File: config.mk
export PLATFORM = sky130hd
export DESIGN_NAME = rgb_pwm_sequencer
export DESIGN_NICKNAME = d
export VERILOG_FILES = /design/src/rtl/rgb_pwm_sequencer.sv
export SDC_FILE = /design/constraint.sdc
export NUM_CORES = 1
export LEC_CHECK = 0
export ABC_AREA = 1
export CAP_MARGIN = 5
export CORE_ASPECT_RATIO = 0.6
export CORE_UTILIZATION = 56
export DETAILED_ROUTE_END_ITERATION = 16
export PLACE_DENSITY_LB_ADDON = 0.15
export SYNTH_ARGS = -nofsm -noshare
export SYNTH_HDL_FRONTEND = slang
export SYNTH_SLANG_ARGS = --single-unit
export TNS_END_PERCENT = 30
File: constraint.sdc
create_clock -name clk -period 1.8 [get_ports clk]
set_input_delay 0.18 -clock clk [delete_from_list [all_inputs] [get_ports clk]]
set_output_delay 0.18 -clock clk [all_outputs]
set_load 0.01 [all_outputs]
File: src/rtl/rgb_pwm_sequencer.sv
// Button-driven RGB LED sequencer: debounced short presses step an 8-colour palette,
// a long press toggles timed auto-cycling, and each channel is driven by a PWM comparator.
module rgb_pwm_sequencer #(
    parameter int PWM_BITS          = 8,
    parameter int DEBOUNCE_CYCLES   = 16,
    parameter int LONG_PRESS_CYCLES = 1000000,
    parameter int STEP_CYCLES       = 50000000
) (
    input  logic       clk,
    input  logic       reset,
    input  logic       button,
    output logic       red,
    output logic       green,
    output logic       blue,
    output logic [2:0] color_idx,
    output logic       auto_mode
);

    localparam int DW = $clog2(DEBOUNCE_CYCLES + 1);
    localparam int HW = $clog2(LONG_PRESS_CYCLES + 1);
    localparam int SW = $clog2(STEP_CYCLES);

    localparam logic [PWM_BITS-1:0] FULL     = '1;
    localparam logic [PWM_BITS-1:0] HALF     = {1'b1, {(PWM_BITS-1){1'b0}}};
    localparam logic [PWM_BITS-1:0] PWM_LAST = {{(PWM_BITS-1){1'b1}}, 1'b0};
    localparam logic [DW-1:0]       DEB_LAST  = DW'(DEBOUNCE_CYCLES - 1);
    localparam logic [HW-1:0]       HOLD_LAST = HW'(LONG_PRESS_CYCLES - 1);
    localparam logic [HW-1:0]       HOLD_MAX  = HW'(LONG_PRESS_CYCLES);
    localparam logic [SW-1:0]       STEP_LAST = SW'(STEP_CYCLES - 1);

    logic                sync1;
    logic                sync2;
    logic                deb;
    logic                deb_prev;
    logic [DW-1:0]       deb_cnt;
    logic [HW-1:0]       hold_cnt;
    logic [SW-1:0]       step_cnt;
    logic [PWM_BITS-1:0] pwm_cnt;
    logic [PWM_BITS-1:0] duty_r;
    logic [PWM_BITS-1:0] duty_g;
    logic [PWM_BITS-1:0] duty_b;
    logic                rise;
    logic                fall;
    logic                long_hit;
    logic                short_press;
    logic                step_tick;
    logic                advance;

    always_ff @(posedge clk or negedge reset) begin
        if (!reset) begin
            sync1 <= 1'b0;
            sync2 <= 1'b0;
        end else begin
            sync1 <= button;
            sync2 <= sync1;
        end
    end

    // The level only flips once the synchronised input has disagreed for DEBOUNCE_CYCLES clocks.
    always_ff @(posedge clk or negedge reset) begin
        if (!reset) begin
            deb     <= 1'b0;
            deb_cnt <= '0;
        end else if (sync2 != deb) begin
            if (deb_cnt == DEB_LAST) begin
                deb     <= ~deb;
                deb_cnt <= '0;
            end else begin
                deb_cnt <= deb_cnt + DW'(1);
            end
        end else begin
            deb_cnt <= '0;
        end
    end

    always_ff @(posedge clk or negedge reset) begin
        if (!reset) begin
            deb_prev <= 1'b0;
        end else begin
            deb_prev <= deb;
        end
    end

    always_comb begin
        rise        = deb & ~deb_prev;
        fall        = ~deb & deb_prev;
        long_hit    = deb && !rise && (hold_cnt == HOLD_LAST);
        short_press = fall && (hold_cnt != HOLD_MAX);
        step_tick   = auto_mode && (step_cnt == STEP_LAST);
        advance     = short_press || step_tick;
    end

    // Saturation at HOLD_MAX is what marks a press as long when it is released.
    always_ff @(posedge clk or negedge reset) begin
        if (!reset) begin
            hold_cnt <= '0;
        end else if (rise) begin
            hold_cnt <= '0;
        end else if (deb && (hold_cnt != HOLD_MAX)) begin
            hold_cnt <= hold_cnt + HW'(1);
        end
    end

    always_ff @(posedge clk or negedge reset) begin
        if (!reset) begin
            auto_mode <= 1'b0;
        end else if (long_hit) begin
            auto_mode <= ~auto_mode;
        end
    end

    // Any advance (manual or timed) restarts the step interval, so a coinciding pair counts once.
    always_ff @(posedge clk or negedge reset) begin
        if (!reset) begin
            step_cnt <= '0;
        end else if (!auto_mode || long_hit || advance) begin
            step_cnt <= '0;
        end else begin
            step_cnt <= step_cnt + SW'(1);
        end
    end

    always_ff @(posedge clk or negedge reset) begin
        if (!reset) begin
            color_idx <= 3'd0;
        end else if (advance) begin
            color_idx <= color_idx + 3'd1;
        end
    end

    always_comb begin
        duty_r = '0;
        duty_g = '0;
        duty_b = '0;
        case (color_idx)
            3'd1: duty_r = FULL;
            3'd2: duty_g = FULL;
            3'd3: duty_b = FULL;
            3'd4: begin
                duty_r = FULL;
                duty_g = FULL;
            end
            3'd5: begin
                duty_g = FULL;
                duty_b = FULL;
            end
            3'd6: begin
                duty_r = FULL;
                duty_b = FULL;
            end
            3'd7: begin
                duty_r = HALF;
                duty_g = HALF;
                duty_b = HALF;
            end
            default: ;
        endcase
    end

    // Counter stops one short of FULL so a FULL duty stays high for the whole period.
    always_ff @(posedge clk or negedge reset) begin
        if (!reset) begin
            pwm_cnt <= '0;
        end else if (pwm_cnt == PWM_LAST) begin
            pwm_cnt <= '0;
        end else begin
            pwm_cnt <= pwm_cnt + PWM_BITS'(1);
        end
    end

    always_ff @(posedge clk or negedge reset) begin
        if (!reset) begin
            red   <= 1'b0;
            green <= 1'b0;
            blue  <= 1'b0;
        end else begin
            red   <= duty_r > pwm_cnt;
            green <= duty_g > pwm_cnt;
            blue  <= duty_b > pwm_cnt;
        end
    end

endmodule

==> load_flow_metrics.sql <==
INSERT INTO impl_metrics (metric_group, metric, value, unit) VALUES
('pwr', 'power.share.sequential', '44.4', '%'),
('setup_path', 'timing.setup.critical_path_class', 'flop to flop', ''),
('sta', 'rsz_0062_raised_after_global_routing', 'yes', ''),
('pwr', 'power.internal', '2.846', 'mW'),
('setup_path', 'timing.critical_path.arrival', '2.24', 'ns'),
('cells_and_area', 'area_growth', '24.27', '%'),
('sta', 'final.min_clock_period', '2.006', 'ns'),
('floorplanning', 'start_util', '58.84', '%'),
('placement', 'dp_hpwl', '7895', 'microns'),
('global_route', 'via_count_of_the_first_global_routing_pass', '3699', ''),
('floorplanning', 'chipWidth', '115.7', 'microns'),
('cells_and_area', 'finish.utilization', '73.12', '%'),
('run_status', 'outcome', 'complete, but fails checks', ''),
('setup_path', 'critPathMaxStageDelay', '0.46', 'ns'),
('global_route', 'antenna_found_initial', '0', ''),
('clock_network', 'tritoncts', 'built', ''),
('drt', 'route.vias.total', '4065', ''),
('setup_path', 'worst-r2r-cell-count', '11', ''),
('placement', 'globalplace.congestion', '0.9535', ''),
('drt', 'first_pass_iters', '5', ''),
('sta', 'fin_crit_sh', '111.5', '%'),
('synth', 'ys_ff_latch', '70', ''),
('sta', 'final-hold-violation-count', '0', ''),
('pwr', 'power.leakage', '2.432', 'nW'),
('setup_path', 'slowest_stage_cell_on_the_critical_path', 'dfrtp_2', ''),
('setup_path', 'worstPathCellList', 'inv_4, ha_4, nand2_1, inv_2, nor2_2, nand2_2, ha_4, o31ai_2, nor2_1, o21ai_0, inv_1', ''),
('synth', 'synth.lib_cells_used.distinct', '33', ''),
('placement', 'portBuffers', '9', ''),
('setup_path', 'cp-end-kind', 'flop', ''),
('cells_and_area', 'finalNetCount', '669', ''),
('clock_network', 'total_clock_buffers_created_by_cts', '9', ''),
('cells_and_area', 'fillCellCount', '557', ''),
('setup_path', 'reg2reg_setup_slack', '-0.21', 'ns'),
('synth', 'netlist_instances', '586', ''),
('synth', 'syn_avg_cell_area', '7.418', 'sq um'),
('placement', 'cell_total_after_placement', '735', ''),
('drt', 'totalWireLength', '11200', 'microns'),
('sta', 'setup_violators_final', '3', ''),
('floorplanning', 'num_rows', '24', ''),
('min_path', 'min-delay-path-class', 'primary input to async pin', ''),
('clock_network', 'clock_path_buffers', '2', ''),
('setup_path', 'timing.critical_path.required', '2.03', 'ns'),
('synth', 'synth_nets', '606', ''),
('setup_path', 'critPathMaxFanout', '4', ''),
('synth', 'ys_warn_count', '0', ''),
('global_route', 'global_route_wire_length_before_repair', '17550', 'microns'),
('pwr', 'sw_frac_of_total', '20.76', '%'),
('sta', 'relSlewSlack', '72.06', '%'),
('setup_path', 'critical_path.reg2reg.startpoint', 'color_idx[0]$_DFFE_PN0P_', ''),
('drt', 'routed_via_density', '5.363', ''),
('clock_network', 'clock_tree.root_cell', 'clkbuf_16', ''),
('drt', 'wire_per_inst', '14.77', 'microns'),
('sta', 'finalWorstSetupSlack', '-0.2063', 'ns'),
('clock_network', 'worst_setup_hold_path_clk_slew', '0.06', 'ns'),
('job', 'max_cap_violations', '0', ''),
('drt', 'detail_route.iter0.violations', '398', ''),
('synth', 'synth-seq-area-share', '40.30', '%'),
('floorplanning', 'die_y', '70.25', 'microns'),
('pwr', 'maximum_vdd_drop', '701.5', 'uV'),
('clock_network', 'clk_latency', '0.34', 'ns'),
('floorplanning', 'floorplan.io_pins', '10', ''),
('cells_and_area', 'layout-drive-gt1-share', '21.87', '%'),
('floorplanning', 'total_die_area', '8130', 'sq um'),
('setup_path', 'critical_path.most_common_cell', 'ha_4', ''),
('pwr', 'power.switching', '745.3', 'uW'),
('run_status', 'violations', 'negative setup slack', ''),
('cells_and_area', 'layout.cells.non_filler', '758', ''),
('sta', 'final.setup_skew', '0.007335', 'ns'),
('drt', 'antenna_violating_nets_post_route', '0', ''),
('pwr', 'clock_power_share', '52.7', '%'),
('placement', 'dp_slack', '-0.2001', 'ns');
-- cell usage after synthesis --
cell type,number,share of area (%)
nand2_1,166,14
nor2_1,107,9.2
dfrtp_1,70,40
inv_1,56,4.8
nand3_1,33,3.8
nor2_2,23,3.3
xor2_1,19,3.8
nand4_1,18,2.6
ha_1,17,4.9
o21ai_0,14,1.6
xnor2_1,11,2.2
a21oi_1,9,1.0
nor3_1,7,0.81
inv_2,5,0.43
nand3b_1,4,0.69
nand3_2,3,0.69
buf_2,2,0.23
buf_8,2,0.69
nand3_4,2,0.81
nor2_4,2,0.52
nor3b_1,2,0.35
o21bai_1,2,0.35
o31ai_1,2,0.35
a211oi_1,1,0.17
and3_1,1,0.14
buf_6,1,0.26
clkbuf_1,1,0.086
clkbuf_8,1,0.32
nand2_2,1,0.14
nor3_4,1,0.37
nor4_1,1,0.14
nor4_2,1,0.29
o21a_1,1,0.17
-- timing repair --
| action | in CTS | in global routing |
|---|---|---|
| hold endpoints to repair | 12 | 0 |
| gates resized for setup | 6 | 39 |
| endpoints found under the setup margin | 17 | 47 |
| hold buffers | 1 | 0 |
| pin swaps | 1 | 12 |
| setup buffers | 0 | 6 |
-- registers in the layout, indices dropped and copies added, names as in the netlist --
register / flops
sync2: 1
auto_mode: 1
pwm_cnt: 8
blue: 1
green: 1
sync1: 1
red: 1
color_idx: 3
deb: 1
step_cnt: 26
hold_cnt: 20
deb_prev: 1
deb_cnt: 5
-- critical path, delay by kind of cell, from the launching register on --
kind | cells | cell delay [ns]
DFF | 1 | 0.46
AOI/OAI and AO/OA | 2 | 0.46
adders and majority gates | 2 | 0.36
and+or+nand+nor | 4 | 0.34
buffers and inverters | 3 | 0.26
-- area by class of cell --
type / instances / area [sq um] / area share (%)
Inverter: 61 / 232.7 / 4.309
Clock inverter: 3 / 40.04 / 0.7413
Tap cell: 104 / 130.1 / 2.409
Multi-Input combinational cell: 448 / 2464 / 45.61
Sequential cell: 70 / 1754 / 32.48
Clock buffer: 13 / 280.3 / 5.189
Timing Repair Buffer: 59 / 500.5 / 9.266
-- metal layers --
layer	up-vias	part of all wire, %	global-route usage, %	wire length [microns]
li1	1984	-	-	-
met1	1900	48	42.43	5376
met2	170	40	38.26	4504
met3	11	11	12.24	1196
met4	0	1.1	7.123	121
met5	-	0	0	0
-- power by group through the flow --
stage | Clock [mW] | Combinational (mW) | Sequential (mW)
global placement | 0 | 0.0909 | 1.62
detailed placement | 0 | 0.0934 | 1.62
finish | 1.89 | 0.102 | 1.60
CTS | 1.90 | 0.0968 | 1.59
floorplan | 0 | 0.0279 | 1.62
global route | 1.97 | 0.119 | 1.60
-- worst max path at each step --
stage	from	endpoint	slack [ns]	cells after the start
after global routing	color_idx[0]$_DFFE_PN0P_	red$_DFF_PN0_	-0.27	12
after global placement	hold_cnt[0]$_DFFE_PN0P_	hold_cnt[10]$_DFFE_PN0P_	-0.11	9
after CTS	color_idx[1]$_DFFE_PN0P_	green$_DFF_PN0_	-0.18	14
after detailed placement	hold_cnt[0]$_DFFE_PN0P_	hold_cnt[1]$_DFFE_PN0P_	-0.20	9
after floorplan	color_idx[1]$_DFFE_PN0P_	green$_DFF_PN0_	-0.02	11
final	color_idx[0]$_DFFE_PN0P_	blue$_DFF_PN0_	-0.21	11
-- logic make-up after synthesis --
group                      synth area share, %
and+or+nand+nor                          38.23
DFF                                      40.30
buffers and inverters                    6.851
xor gates and xnor gates                 6.045
AOI/OAI and AO/OA                        3.684
adders and majority gates                4.893
-- stage by stage --
step | setup TNS (ns) | hold slack (ns) | power [mW] | instance area (sq um)
2_1_floorplan | -0.03815 | -0.1156 | 1.651 | 4353
3_3_place_gp | -1.431 | 0.1131 | 1.712 | 4860
5_1_grt | -0.7398 | 0.2896 | 3.683 | 5401
6_report | -0.4598 | 0.2908 | 3.591 | 5401
4_1_cts | -0.4445 | 0.2912 | 3.593 | 5211
3_5_place_dp | -2.423 | 0.1149 | 1.716 | 4860
-- cell usage in the layout (no fill, tap or decap), types with 3 or more instances in the layout --
cell	Yosys	layout
buf_4	0	46
clkinv_2	0	3
o21ai_1	0	3
clkdlybuf4s50_1	0	8
clkbuf_8	1	4
nand3b_1	4	4
inv_1	56	48
nor2_4	2	3
nand3_2	3	4
nor2_1	107	101
nand2_1	166	158
ha_1	17	8
nand4_1	18	18
a21oi_1	9	7
nand3_1	33	32
nor3_1	7	5
xor2_1	19	19
nand2_2	1	9
ha_4	0	7
buf_12	0	3
nor2_2	23	28
clkbuf_16	0	9
o21ai_0	14	11
dfrtp_1	70	68
inv_2	5	11
xnor2_1	11	11
(Power assumes the default switching activity.)
==> RTL change: new RTL, same settings <==
Make the reset (`reset`) synchronous in 9 clocked blocks.
--- a/src/rtl/rgb_pwm_sequencer.sv
+++ b/src/rtl/rgb_pwm_sequencer.sv
@@ -46,7 +46,7 @@
     logic                step_tick;
     logic                advance;
 
-    always_ff @(posedge clk or negedge reset) begin
+    always_ff @(posedge clk) begin
         if (!reset) begin
             sync1 <= 1'b0;
             sync2 <= 1'b0;
@@ -57,7 +57,7 @@
     end
 
     // The level only flips once the synchronised input has disagreed for DEBOUNCE_CYCLES clocks.
-    always_ff @(posedge clk or negedge reset) begin
+    always_ff @(posedge clk) begin
         if (!reset) begin
             deb     <= 1'b0;
             deb_cnt <= '0;
@@ -73,7 +73,7 @@
         end
     end
 
-    always_ff @(posedge clk or negedge reset) begin
+    always_ff @(posedge clk) begin
         if (!reset) begin
             deb_prev <= 1'b0;
         end else begin
@@ -91,7 +91,7 @@
     end
 
     // Saturation at HOLD_MAX is what marks a press as long when it is released.
-    always_ff @(posedge clk or negedge reset) begin
+    always_ff @(posedge clk) begin
         if (!reset) begin
             hold_cnt <= '0;
         end else if (rise) begin
@@ -101,7 +101,7 @@
         end
     end
 
-    always_ff @(posedge clk or negedge reset) begin
+    always_ff @(posedge clk) begin
         if (!reset) begin
             auto_mode <= 1'b0;
         end else if (long_hit) begin
@@ -110,7 +110,7 @@
     end
 
     // Any advance (manual or timed) restarts the step interval, so a coinciding pair counts once.
-    always_ff @(posedge clk or negedge reset) begin
+    always_ff @(posedge clk) begin
         if (!reset) begin
             step_cnt <= '0;
         end else if (!auto_mode || long_hit || advance) begin
@@ -120,7 +120,7 @@
         end
     end
 
-    always_ff @(posedge clk or negedge reset) begin
+    always_ff @(posedge clk) begin
         if (!reset) begin
             color_idx <= 3'd0;
         end else if (advance) begin
@@ -158,7 +158,7 @@
     end
 
     // Counter stops one short of FULL so a FULL duty stays high for the whole period.
-    always_ff @(posedge clk or negedge reset) begin
+    always_ff @(posedge clk) begin
         if (!reset) begin
             pwm_cnt <= '0;
         end else if (pwm_cnt == PWM_LAST) begin
@@ -168,7 +168,7 @@
         end
     end
 
-    always_ff @(posedge clk or negedge reset) begin
+    always_ff @(posedge clk) begin
         if (!reset) begin
             red   <= 1'b0;
             green <= 1'b0;
Check against the original RTL: no difference found for any inputs over 10 cycles, from zero or initial values and one cycle with reset low; that may be too few to reach the edited logic, so the function may still have changed.
==> RTL change against the original RTL <==
- the run still ends with setup timing left
- worst setup slack improved by 180 ps
- non-clock buffer count decreased by 16
- synthesized area about the same
- sequential cell count is the same
- final area fell by 1.1%
- wire length fell by 2.9%
- power is 4.1% lower
- cell count up 2.2%
- utilization decreased by 0.83 points
- via count down 1.6%
- first-iteration DRC count decreased by 18%
- sequential share of layout area fell by 5.9 points
- clock skew decreased by 2.3 ps
- critical path type unchanged
==> RTL change: results (changes against the original RTL) <==
setup_viol: 3  # unchanged
routed_wl_um: 10900  # was 11200 µm
grt_usage_pct: 27.6  # was 28.8%
critPathLaunch: "color_idx[0]"  # unchanged
grt_pass1_wl_um: 17100  # was 17500 µm
crit_path_end: "green"  # was blue
critPathMaxStageDelay_ps: 400  # was 460 ps
antenna_left: 0  # unchanged
cp_slowest_cell: "dfxtp_4"  # was dfrtp_2
drive_above_1_share_pct: 19.2  # was 21.9%
yosys-top-cells-count: "157 x nand2_1, 93 x nor2_1, 83 x inv_1"  # was 166 x nand2_1, 107 x nor2_1, 70 x dfrtp_1
timing.hold.ws_ps: 365  # was 291 ps
place_congestion: 0.920  # was 0.954
hold_viol_final: 0  # unchanged
path_max_fanout: 4  # unchanged
place_area_um2: 4720  # was 4860 µm²
pre_cts_ws_ps: -102  # was -200 ps
synth_compound_area_share_pct: 6.10  # was 3.68%
slew_headroom_pct: 67.0  # was 72.1%
status: "complete, but fails checks"  # unchanged
dp_hpwl_um: 7370  # was 7900 µm
syn-num-nets: 650  # was 606
ys.flop_type: "dfxtp_1"  # was dfrtp_1
synthTopCellsByArea: "dfxtp_1 32%, nand2_1 14%, nor2_1 8.0%, ha_1 7.8%, inv_1 7.2%"  # was dfrtp_1 40%, nand2_1 14%, nor2_1 9.2%, ha_1 4.9%, inv_1 4.8%
nets: 696  # was 669
min-delay-path-class: "input pin to flip-flop"  # was input pin to asynchronous set/reset pin
grt_max_degree: 17  # was 36
vias_per_cell: 5.16  # was 5.36
synth-xor-area-share_pct: 6.44  # was 6.04%
tns_ps: -71.9  # was -460 ps
skew_ps: 5.08  # was 7.33 ps
synth_adder_area_share_pct: 7.77  # was 4.89%
dr.pass1.iters: 4  # was 5
seq_area_frac_synth_pct: 32.2  # was 40.3%
synthArstFlopShare_pct: 0  # was 100%
violations: "setup timing"  # unchanged
n_antenna_cell: 0  # unchanged
n_fill_cell: 564  # was 557
ir_drop_mv: 0.366  # was 0.701 mV
worst_slack_ps: -29.2  # was -206 ps
drt_iter0_markers: 325  # was 398
p_leak_nw: 2.07  # was 2.43 nW
grt_pass1_vias: 3640  # was 3699
r2r_cells: 10  # was 11
clk_pin_slew_ps: 60  # about the same
synth_cell_types: 36  # was 33
crit_arrival_ps: 2060  # was 2240 ps
RTL change: cell types whose count changed in the layout (fill, tap and decap cells not counted), sizes merged, moves of 3 or more:
cell   change
a21oi     +18
xor2       +4
nand4      -4
dfrtp     -70
inv       +26
nand3      -4
ha        +10
dfxtp     +70
o21ai      +3
buf       -18
nor2      -13
RTL change: kinds of logic (layout without fill, tap and decap cells):
family,Yosys count,count (layout)
XOR/XNOR,32,32
flip-flops,70,70
AO/OA/AOI/OAI,50,50
AND/OR/NAND/NOR,346,346
adder cells (fa/ha/maj),27,27
buffers and inverters,95,146
RTL change: cell type report:
type                       instances  area (µm²)  share of cell area (%)
clock buffer                      12         236                    4.43
clock inverter                     4        47.5                   0.890
inverter                          87         339                    6.35
multi-input combinational        455        2760                    51.6
sequential                        70        1420                    26.6
tap                              104         130                    2.44
timing repair buffer              43         413                    7.73
RTL change: timing repair:
action	CTS	global route
endpoints found under the hold margin	0	0
pin swaps	2	19
gates cloned	0	2
setup buffers	3	3
gates resized for setup	15	44
endpoints found under the setup margin	5	41
RTL change: worst min path at each step:
stage | start | to
2_1_floorplan | button | sync1
3_3_place_gp | sync1 | sync2
3_5_place_dp | sync1 | sync2
4_1_cts | button | sync1
5_1_grt | button | sync1
6_report | button | sync1
RTL change: worst max-delay path, delay by kind of cell (launching register included):
family	cells	cell delay, ps
AND/OR/NAND/NOR	6	650
adder cells (fa/ha/maj)	2	470
flip-flops	1	400
AO/OA/AOI/OAI	1	130
buffers and inverters	1	60
RTL change: stage by stage:
step                      cells  total power [mW]
after floorplan             620              1.69
after global placement      751              1.73
after detailed placement    751              1.73
after CTS                   770              3.46
after global routing        775              3.56
final                       775              3.45
RTL change: power by group:
group | leakage (nW) | switching [mW] | internal (mW)
Sequential | 0.570 | 0.0176 | 1.56
Combinational | 1.36 | 0.0739 | 0.0601
Clock | 0.137 | 0.665 | 1.07
RTL change: per-layer routing:
metal  global-route usage [%]  routed length [µm]  share of wire (%)
met5                        0                   0                  0
met1                     40.2                5290                 49
met4                     10.5                 165                1.5
met3                     8.07                 810                7.5
met2                     37.7                4610                 42
